### src/rtl/pipeline_pkg.sv
// pipeline_pkg
//   Shared definitions for the five-stage pipeline: opcode constants, the
//   canonical NOP encoding and helpers that pull fields out of an
//   instruction word and classify which source registers an opcode reads.
package pipeline_pkg;

    localparam logic [5:0]  OP_ALU = 6'd0;
    localparam logic [5:0]  OP_BEQ = 6'd4;
    localparam logic [5:0]  OP_LW  = 6'd35;
    localparam logic [5:0]  OP_SW  = 6'd43;

    // ALU-format "add r0,r0,r0": harmless bubble with no register sources
    // that could ever match a load destination other than r0.
    localparam logic [31:0] no_op  = 32'h0000_0020;

    function automatic logic [5:0] get_op(input logic [31:0] ir);
        return ir[31:26];
    endfunction

    function automatic logic [4:0] get_rs(input logic [31:0] ir);
        return ir[25:21];
    endfunction

    function automatic logic [4:0] get_rt(input logic [31:0] ir);
        return ir[20:16];
    endfunction

    function automatic logic [15:0] get_imm(input logic [31:0] ir);
        return ir[15:0];
    endfunction

    // rs is a source for every opcode this pipeline implements.
    function automatic logic uses_rs(input logic [5:0] op);
        return (op == OP_ALU) || (op == OP_LW) || (op == OP_SW) || (op == OP_BEQ);
    endfunction

    // rt is a destination for LW, so it only counts as a source for these.
    function automatic logic uses_rt(input logic [5:0] op);
        return (op == OP_ALU) || (op == OP_SW) || (op == OP_BEQ);
    endfunction

endpackage

### src/rtl/regfile.sv
// regfile
//   32 x DATA_W register file with two combinational read ports and one
//   synchronous write port. r0 reads as zero and ignores writes. All
//   registers clear on asynchronous reset.
//
//   Configuration macro: DECODE_WB_BYPASS_EN
//     defined   - a read of the register being written this cycle returns
//                 the write data combinationally.
//     undefined - reads return the stored (pre-write) contents.
//
//   Ports
//     clk, rst_n      clock, asynchronous active-low reset
//     i_wb_en         write enable
//     i_wb_reg        write address
//     i_wb_data       write data
//     i_rs, i_rt      read addresses
//     o_rs_data       read data for i_rs
//     o_rt_data       read data for i_rt
module regfile #(
    parameter int DATA_W = 32
) (
    input  logic              clk,
    input  logic              rst_n,
    input  logic              i_wb_en,
    input  logic [4:0]        i_wb_reg,
    input  logic [DATA_W-1:0] i_wb_data,
    input  logic [4:0]        i_rs,
    input  logic [4:0]        i_rt,
    output logic [DATA_W-1:0] o_rs_data,
    output logic [DATA_W-1:0] o_rt_data
);

    logic [DATA_W-1:0] r_mem [32];
    logic [DATA_W-1:0] w_rs_stored;
    logic [DATA_W-1:0] w_rt_stored;

    always_ff @(posedge clk or negedge rst_n) begin
        if (!rst_n) begin
            for (int i = 0; i < 32; i++) begin
                r_mem[i] <= '0;
            end
        end else if (i_wb_en && (i_wb_reg != 5'd0)) begin
            r_mem[i_wb_reg] <= i_wb_data;
        end
    end

    // r0 is forced to zero on the read side so the storage entry never matters.
    assign w_rs_stored = (i_rs == 5'd0) ? '0 : r_mem[i_rs];
    assign w_rt_stored = (i_rt == 5'd0) ? '0 : r_mem[i_rt];

`ifdef DECODE_WB_BYPASS_EN
    logic w_byp_rs;
    logic w_byp_rt;

    assign w_byp_rs  = i_wb_en && (i_wb_reg != 5'd0) && (i_wb_reg == i_rs);
    assign w_byp_rt  = i_wb_en && (i_wb_reg != 5'd0) && (i_wb_reg == i_rt);
    assign o_rs_data = w_byp_rs ? i_wb_data : w_rs_stored;
    assign o_rt_data = w_byp_rt ? i_wb_data : w_rt_stored;
`else
    assign o_rs_data = w_rs_stored;
    assign o_rt_data = w_rt_stored;
`endif

endmodule

### src/rtl/decode.sv
// decode
//   Instruction-decode stage. Reads rs/rt from the integrated register file,
//   sign-extends the immediate and loads the ID/EX registers. Detects
//   load-use hazards (stall to fetch, bubble into ID/EX) and flushes ID/EX
//   when a control transfer resolves in MEM. Counts stall cycles with a
//   saturating counter.
//
//   Configuration macro: DECODE_WB_BYPASS_EN (same-cycle writeback bypass
//   inside the register file; see regfile).
//
//   Ports
//     clk, rst_n      clock, asynchronous active-low reset
//     IFIDIR          instruction from fetch
//     ijmpMem         flush request (taken jump/branch in MEM)
//     wb_en, wb_reg, wb_data   writeback port from WB
//     stall           combinational load-use hazard, to fetch
//     IDEXIR          registered instruction for EX
//     IDEXA, IDEXB    registered rs / rt operands
//     IDEXimm         registered sign-extended immediate
//     stall_count     saturating count of stall cycles
module decode
    import pipeline_pkg::*;
#(
    parameter int DATA_W = 32,
    parameter int CNT_W  = 16
) (
    input  logic              clk,
    input  logic              rst_n,
    input  logic [31:0]       IFIDIR,
    input  logic              ijmpMem,
    input  logic              wb_en,
    input  logic [4:0]        wb_reg,
    input  logic [DATA_W-1:0] wb_data,
    output logic              stall,
    output logic [31:0]       IDEXIR,
    output logic [DATA_W-1:0] IDEXA,
    output logic [DATA_W-1:0] IDEXB,
    output logic [DATA_W-1:0] IDEXimm,
    output logic [CNT_W-1:0]  stall_count
);

    logic [31:0]       r_idex_ir;
    logic [DATA_W-1:0] r_idex_a;
    logic [DATA_W-1:0] r_idex_b;
    logic [DATA_W-1:0] r_idex_imm;
    logic [CNT_W-1:0]  r_stall_cnt;

    logic [5:0]        w_if_op;
    logic [4:0]        w_if_rs;
    logic [4:0]        w_if_rt;
    logic [15:0]       w_if_imm;
    logic [4:0]        w_ex_rt;
    logic              w_ex_is_load;
    logic              w_rs_hit;
    logic              w_rt_hit;
    logic              w_stall;
    logic [DATA_W-1:0] w_rs_data;
    logic [DATA_W-1:0] w_rt_data;
    logic [DATA_W-1:0] w_imm_sext;

    assign w_if_op  = get_op(IFIDIR);
    assign w_if_rs  = get_rs(IFIDIR);
    assign w_if_rt  = get_rt(IFIDIR);
    assign w_if_imm = get_imm(IFIDIR);
    assign w_ex_rt  = get_rt(r_idex_ir);

    regfile #(
        .DATA_W (DATA_W)
    ) u_regfile (
        .clk       (clk),
        .rst_n     (rst_n),
        .i_wb_en   (wb_en),
        .i_wb_reg  (wb_reg),
        .i_wb_data (wb_data),
        .i_rs      (w_if_rs),
        .i_rt      (w_if_rt),
        .o_rs_data (w_rs_data),
        .o_rt_data (w_rt_data)
    );

    // Load in EX whose destination feeds a source of the instruction in ID.
    // A load to r0 never stalls: its result is discarded. A flush wins, since
    // the dependent instruction is being squashed anyway.
    assign w_ex_is_load = (get_op(r_idex_ir) == OP_LW) && (w_ex_rt != 5'd0);
    assign w_rs_hit     = uses_rs(w_if_op) && (w_if_rs == w_ex_rt);
    assign w_rt_hit     = uses_rt(w_if_op) && (w_if_rt == w_ex_rt);
    assign w_stall      = w_ex_is_load && (w_rs_hit || w_rt_hit) && !ijmpMem;

    assign w_imm_sext   = {{(DATA_W-16){w_if_imm[15]}}, w_if_imm};

    // Bubbles (flush or stall) only replace the instruction; operands are
    // held so they do not toggle for an instruction nobody will use.
    always_ff @(posedge clk or negedge rst_n) begin
        if (!rst_n) begin
            r_idex_ir  <= no_op;
            r_idex_a   <= '0;
            r_idex_b   <= '0;
            r_idex_imm <= '0;
        end else if (ijmpMem || w_stall) begin
            r_idex_ir  <= no_op;
        end else begin
            r_idex_ir  <= IFIDIR;
            r_idex_a   <= w_rs_data;
            r_idex_b   <= w_rt_data;
            r_idex_imm <= w_imm_sext;
        end
    end

    always_ff @(posedge clk or negedge rst_n) begin
        if (!rst_n) begin
            r_stall_cnt <= '0;
        end else if (w_stall && (r_stall_cnt != {CNT_W{1'b1}})) begin
            r_stall_cnt <= r_stall_cnt + 1'b1;
        end
    end

    assign stall       = w_stall;
    assign IDEXIR      = r_idex_ir;
    assign IDEXA       = r_idex_a;
    assign IDEXB       = r_idex_b;
    assign IDEXimm     = r_idex_imm;
    assign stall_count = r_stall_cnt;

endmodule

### config.mk
export PLATFORM = sky130hd
export DESIGN_NAME = decode
export DESIGN_NICKNAME = d
export VERILOG_FILES = /design/src/rtl/pipeline_pkg.sv /design/src/rtl/regfile.sv /design/src/rtl/decode.sv
export SDC_FILE = /design/constraint.sdc
export NUM_CORES = 2
export LEC_CHECK = 0
export ABC_AREA = 0
export CAP_MARGIN = 20
export CORE_ASPECT_RATIO = 0.5
export CORE_MARGIN = 4
export CORE_UTILIZATION = 30
export CTS_BUF_LIST = sky130_fd_sc_hd__clkbuf_4
export CTS_CLUSTER_DIAMETER = 200
export DETAILED_ROUTE_END_ITERATION = 7
export GPL_TIMING_DRIVEN = 0
export SETUP_SLACK_MARGIN = 0.5
export SYNTH_ARGS = -nofsm -noshare
export SYNTH_HDL_FRONTEND = slang
export SYNTH_SLANG_ARGS = --single-unit
### constraint.sdc
create_clock -name clk -period 2.15 [get_ports clk]
set_input_delay 0.43 -clock clk [delete_from_list [all_inputs] [get_ports clk]]
set_output_delay 0.43 -clock clk [all_outputs]
set_load 0.03 [all_outputs]
# ---- Yosys cells after proc, flatten, opt, wreduce, memory -nomap -nowiden
# Cells that the tools add are included.
dict set report op_classes {
  n_mux 12
  addsub 1
  eq_ne 7
  magnitude_cmp 4
  reduce_logical 21
  bitwise 3
}
# cell n
set op_table {}
lappend op_table {{$bwmux W1024} 1}
lappend op_table {{$bmux W32 S5} 2}
lappend op_table {{$mux W32} 8}
lappend op_table {{$demux W32 S5} 1}
lappend op_table {{$eq A6 B6 Y1 const B} 3}
lappend op_table {{$ge A6 B6 Y1 const B} 3}
lappend op_table {{$not A5 Y6} 3}
lappend op_table {{$add A16 B1 Y16 const B} 1}
lappend op_table {{$ne A16 B16 Y1 const B} 1}
lappend op_table {{$eq A5 B5 Y1} 2}
lappend op_table {{$logic_not A5 Y1} 2}
lappend op_table {{$reduce_bool A5 Y1} 2}
lappend op_table {{$logic_and A1 B1 Y1} 8}
lappend op_table {{$logic_or A1 B1 Y1} 7}
lappend op_table {{$eq A6 B3 Y1 const B} 1}
lappend op_table {{$logic_not A6 Y1} 1}
lappend op_table {{$lt A6 B1 Y1 const B} 1}
lappend op_table {{$logic_not A1 Y1} 1}
dict set report word_totals {
  ff_bits 1152
  inputBits 73
  output_inout_bits 145
  wordCells 85
}

# ---- Logic depth before layout (Yosys ltp)
dict set report depth {
  depth_word 10
  depth_mapped 10
  ltp_nobuf 6
}

# ---- By module
# From an unflattened synthesis, not the netlist that was laid out.
dict set report unflattened {
  cells_unflattened 3865
  area_unflattened_um2 59231.8
}
# mod instances cells_each area_each_um2
set by_module_without_submodules {}
lappend by_module_without_submodules {regfile 1 3513 54129.4}
lappend by_module_without_submodules {decode 1 352 5102.4}

# ---- Worst setup path before layout
# Ideal clock, no wire load.
dict set report synth_timing {
  path_type {register to register}
  from {register r_idex_ir[20] (netlist: IDEXIR[20])}
  to {register r_stall_cnt[12] (netlist: stall_count[12])}
  setup_slack_ps -140
  t_required_ps 2026
  setup_time_ps 124
  synth_period_minus_slack_ps 2290
  n_path_buf 0
  t_arrival_ps 2166
  path_stages_with_launch 7
  path_cell_list {dfrtp_1 -> xnor2_1 -> nand3_1 -> o22a_1 -> nor3_1 -> nand4_1 -> mux2i_1}
}
dict set report synth_via {
  elab_chain_cells 6
  elab_cells_between_ends 10
}
# element line
set synth_lines {}
lappend synth_lines {{from (decl)} decode.sv:42} ;# logic [31:0] r_idex_ir;
lappend synth_lines {{from (signal assigned)} decode.sv:95} ;# r_idex_ir <= no_op;
lappend synth_lines {{from (signal assigned)} decode.sv:100} ;# r_idex_ir <= no_op;
lappend synth_lines {{$eq A5 B5 Y1 (on tied branches)} {decode.sv:85, decode.sv:86}}
lappend synth_lines {{$logic_and A1 B1 Y1 (on tied branches)} {decode.sv:85, decode.sv:86}}
lappend synth_lines {{$logic_or A1 B1 Y1} decode.sv:87} ;# assign w_stall = w_ex_is_load && (w_rs_hit || w_rt_hit) && !ijmpMem;
lappend synth_lines {{$logic_and A1 B1 Y1 (*) (2 in series)} decode.sv:87}
lappend synth_lines {{via stall} decode.sv:34} ;# output logic stall,
lappend synth_lines {{$logic_and A1 B1 Y1 (*)} decode.sv:112} ;# end else if (w_stall && (r_stall_cnt != {CNT_W{1'b1}})) begin
lappend synth_lines {{to (signal assigned)} decode.sv:113} ;# r_stall_cnt <= r_stall_cnt + 1'b1;
lappend synth_lines {{to (decl)} decode.sv:46} ;# logic [CNT_W-1:0] r_stall_cnt;
# The timed path passes the listed nets; every way through them passes the cells marked *.
# A chain may end at the register's enable or synchronous reset.

# ---- Worst setup path after layout
dict set report layout_timing {
  from {register r_idex_ir[19] (netlist: IDEXIR[19])}
  to {output port stall}
}
dict set report layout_via {
  elab_chain_cells 5
  elab_cells_between_ends 9
}
# element line
set layout_lines {}
lappend layout_lines {{$eq A5 B5 Y1 (on tied branches)} {decode.sv:85, decode.sv:86}}
lappend layout_lines {{$logic_and A1 B1 Y1 (on tied branches)} {decode.sv:85, decode.sv:86}}
lappend layout_lines {{$logic_or A1 B1 Y1} decode.sv:87}
lappend layout_lines {{$logic_and A1 B1 Y1 (*) (2 in series)} decode.sv:87}
lappend layout_lines {{to (decl)} decode.sv:34}
# Mark *: on every way between the ends. The rest lies on a longest branch, timed or not.

==> metrics.txt <==
CP Capture Type=output pin; post-synthesis sequential area ratio=48.0%; Register Area=28900 µm²; placed inst area=67200 µm²; Buf/Inv on CP=1; Synth Area per Inst=14.0 µm²; die width=641 µm; Final #Nets=5085; maxcap violations=0; TritonCTS buffer count=306; Layout Skew=0.197 ns; initial antenna violation count=14; Worst VDD drop=429 µV; first-pass GRT wire length=346 mm; Core Box Area=198000 µm²; hpwl dp=172 mm; Slew Limit Fails=0; Post-synth EDFFs=0; Yosys warning count=0; Initial Utilization=30.4%; Arr. time, crit path=2.82 ns; DRT iter0 DRCs=4996; area of the die=208000 µm²; syn_nets=4357; Final ANT Viol Nets=0; startpoint types=register; Worst-Margin Slew=1.30 ns; top_reg_cell synth=dfrtp_1; outcome=finished with violations; Setup WS pre-CTS=-2.32 ns; crit-path cells=xnor2_2, o211ai_1, o22a_4, nor3_4, buf_6; Syn Inst Count=4283; Sum Neg Setup Slack=-71.72 ns; Clock Sinks=1152; DR DRC count=0; final hold vios=0; Die Ht=324 µm; headroom to the max-slew limit=13.1%; Peak Freq=0.307 GHz; Layout area overhead=24.4%; CP top delay family=compound AO/OA/AOI/OAI gates; Via density=5.79; #FFs+latches synth=1152; CTS tree=yes; clk buf depth=4; detailed-route via count=45400; num rows=115; worst hold path type=in2reg; setup violators final=262; RSZ-0062 raised after global routing=true; crit-path max FO=2; H-Tree Depth=5; P per Cell Area=857 nW/µm²; crit-path max cell delay=0.44 ns; WS Path Type=reg2out; Netlist Area Pre-Place=60000 µm²; root buffer cell=clkbuf_4; Synth cell types=52; layout cell share with drive strength beyond 1=50.7%; Pleak=0.0330 µW; cell area after layout=74600 µm²; Routability Congestion=0.965; Critical Path RT=1.72 ns; vias in the first global route=45800; worst setup margin=-1.10 ns; largest net degree at the start of global routing=177; detailed-route wire length per cell=32.7 µm; Final Cycle Share=151%; IO Pins=218; WL final=257 mm; PortBufs=209; Multi-input gate area=30000 µm²; Reg clk slew, reported paths=0.08 ns; Async SR Flop Fraction=100%; first drt pass iteration count=7; GRT Overall Usage=23.5%; slowest stage cell, crit path=dfrtp_2; failing checks=setup timing; Clock Latency Late Sink=1.21 ns; fill cell count=18600; GR Overflow Total=0; total power=63900 µW; crit path time final=3.25 ns
final cells by class:
cell class,instances,area share [%]
diodes,7,0.0235
plain buffers,482,4.65
clock buffers,452,4.55
clock inverters,55,0.548
inverters,25,0.126
multi-input cells,2624,40.3
flip-flops and latches,1152,38.7
well taps,2632,4.41
repair buffers,420,6.77
registers in the layout (all words and copies together), names as in the netlist:
name and flops:
u_regfile.r_mem 1024, IDEXA 32, IDEXB 32, IDEXIR 32
IDEXimm 16, stall_count 16
path summary, 6_finish.rpt:
kind	to	cells past startpoint	from	slack, ns
worst max-delay path	stall	5	IDEXIR[19]$_DFF_PN0_	-1.10
worst min-delay path	u_regfile.r_mem[320]$_DFFE_PN0P_	4	wb_reg[3]	0.06
worst max register to register	IDEXA[13]$_DFFE_PN0N_	11	IDEXIR[19]$_DFF_PN0_	-0.55
worst min register to register	u_regfile.r_mem[1009]$_DFFE_PN0P_	1	u_regfile.r_mem[1009]$_DFFE_PN0P_	0.48
max in group asynchronous	u_regfile.r_mem[780]$_DFFE_PN0P_	7	rst_n	0.03
min in group asynchronous	u_regfile.r_mem[675]$_DFFE_PN0P_	3	rst_n	0.38
kinds of logic after synthesis:
group	count (synthesis)	share of synthesized area, %
DFF	1152	48.0
AOI/OAI and AO/OA	548	6.61
xor gates and xnor gates	24	0.350
muxes	1774	38.4
buffers and inverters	507	4.17
and+or+nand+nor	277	2.37
adders and majority gates	1	0.0208
through the flow:
stage          utilization [%]  cells  hold slack (ns)
5_1_grt                   37.7   7845           0.0174
2_1_floorplan                -   4283            0.134
4_1_cts                   36.5   7734          -0.0136
6_report                  37.8   7849           0.0602
3_3_place_gp              33.7   7124            0.453
3_5_place_dp              34.0   7162            0.462
Yosys cell counts (2+ instances only):
cell type / count / area, µm²
o31ai_1: 4 / 30.0
a221oi_2: 29 / 435
buf_2: 109 / 546
nor2b_1: 9 / 56.3
nor3b_1: 2 / 15.0
o22ai_1: 32 / 200
nand4b_1: 4 / 35.0
o21ai_1: 16 / 80.1
buf_6: 21 / 236
o2bb2ai_1: 4 / 35.0
clkbuf_1: 227 / 852
a221oi_1: 103 / 902
and2_1: 33 / 206
nor2_1: 109 / 409
o21ai_0: 56 / 280
nor3_1: 11 / 55.1
nor4_1: 2 / 12.5
nand2_1: 35 / 131
and3_1: 10 / 62.6
a311oi_1: 28 / 245
nand4_1: 7 / 43.8
inv_1: 24 / 90.1
nand4_2: 5 / 62.6
mux2_1: 16 / 180
mux4_2: 324 / 7300
a22oi_1: 116 / 871
a211o_1: 4 / 35.0
nand2b_1: 37 / 231
mux2i_1: 441 / 4410
buf_8: 4 / 60.1
nand3_1: 4 / 20.0
mux2_2: 993 / 11200
a21oi_1: 141 / 706
buf_4: 69 / 518
dfrtp_1: 1151 / 28800
xnor2_1: 23 / 201
o211a_1: 11 / 110
buf_1: 52 / 195
or3_1: 4 / 25.0
worst reg2reg max path, delay by kind of cell, from the launching register on:
family | cells | cell delay [ns]
compound gates | 4 | 0.96
xor+xnor | 1 | 0.13
buf+inv | 5 | 0.82
flops | 1 | 0.44
simple gates | 1 | 0.11
timing repair:
action                                   CTS  global route
endpoints found under the setup margin  1350          1609
gates resized for setup                  347          1073
hold buffers                              41             3
pin swaps                                  5            34
endpoints found under the hold margin    602           214
gates cloned                               8            19
setup buffers                             16            84
cell usage in the layout, fill, tap and decap left out, types with 29 or more instances in the layout:
master and count:
clkdlybuf4s50_1 62, clkbuf_4 470, nand2b_1 34, mux4_2 324, buf_12 43, a221oi_2 29
and2_4 30, clkbuf_1 174, dlygate4sd3_1 41, a22oi_1 116, buf_6 201, nor2_1 58
mux2_4 84, buf_4 125, a21oi_1 86, o21ai_0 32, a221oi_1 103, mux2_2 923
nor2_4 43, buf_8 57, clkbuf_2 44, mux2i_1 441, clkinv_1 37, nand2_1 30
a21oi_2 49, dfrtp_1 1128, o22ai_1 32, o21ai_1 40, buf_2 66
layer usage:
layer / wire length [µm] / global-route usage (%) / vias to the layer above
li1: - / - / 17900
met1: 98600 / 29.1 / 23800
met2: 112000 / 35.8 / 2898
met3: 27300 / 7.41 / 797
met4: 18400 / 14.8 / 10
met5: 172 / 0 / -
where the power goes:
part	switching [µW]	internal, µW	leakage, µW	total, µW
logic	7140	8020	0.0161	15200
clock network	9830	10400	0.00227	20200
registers	3030	25600	0.0147	28600
Power figures use the tool's default switching activity.
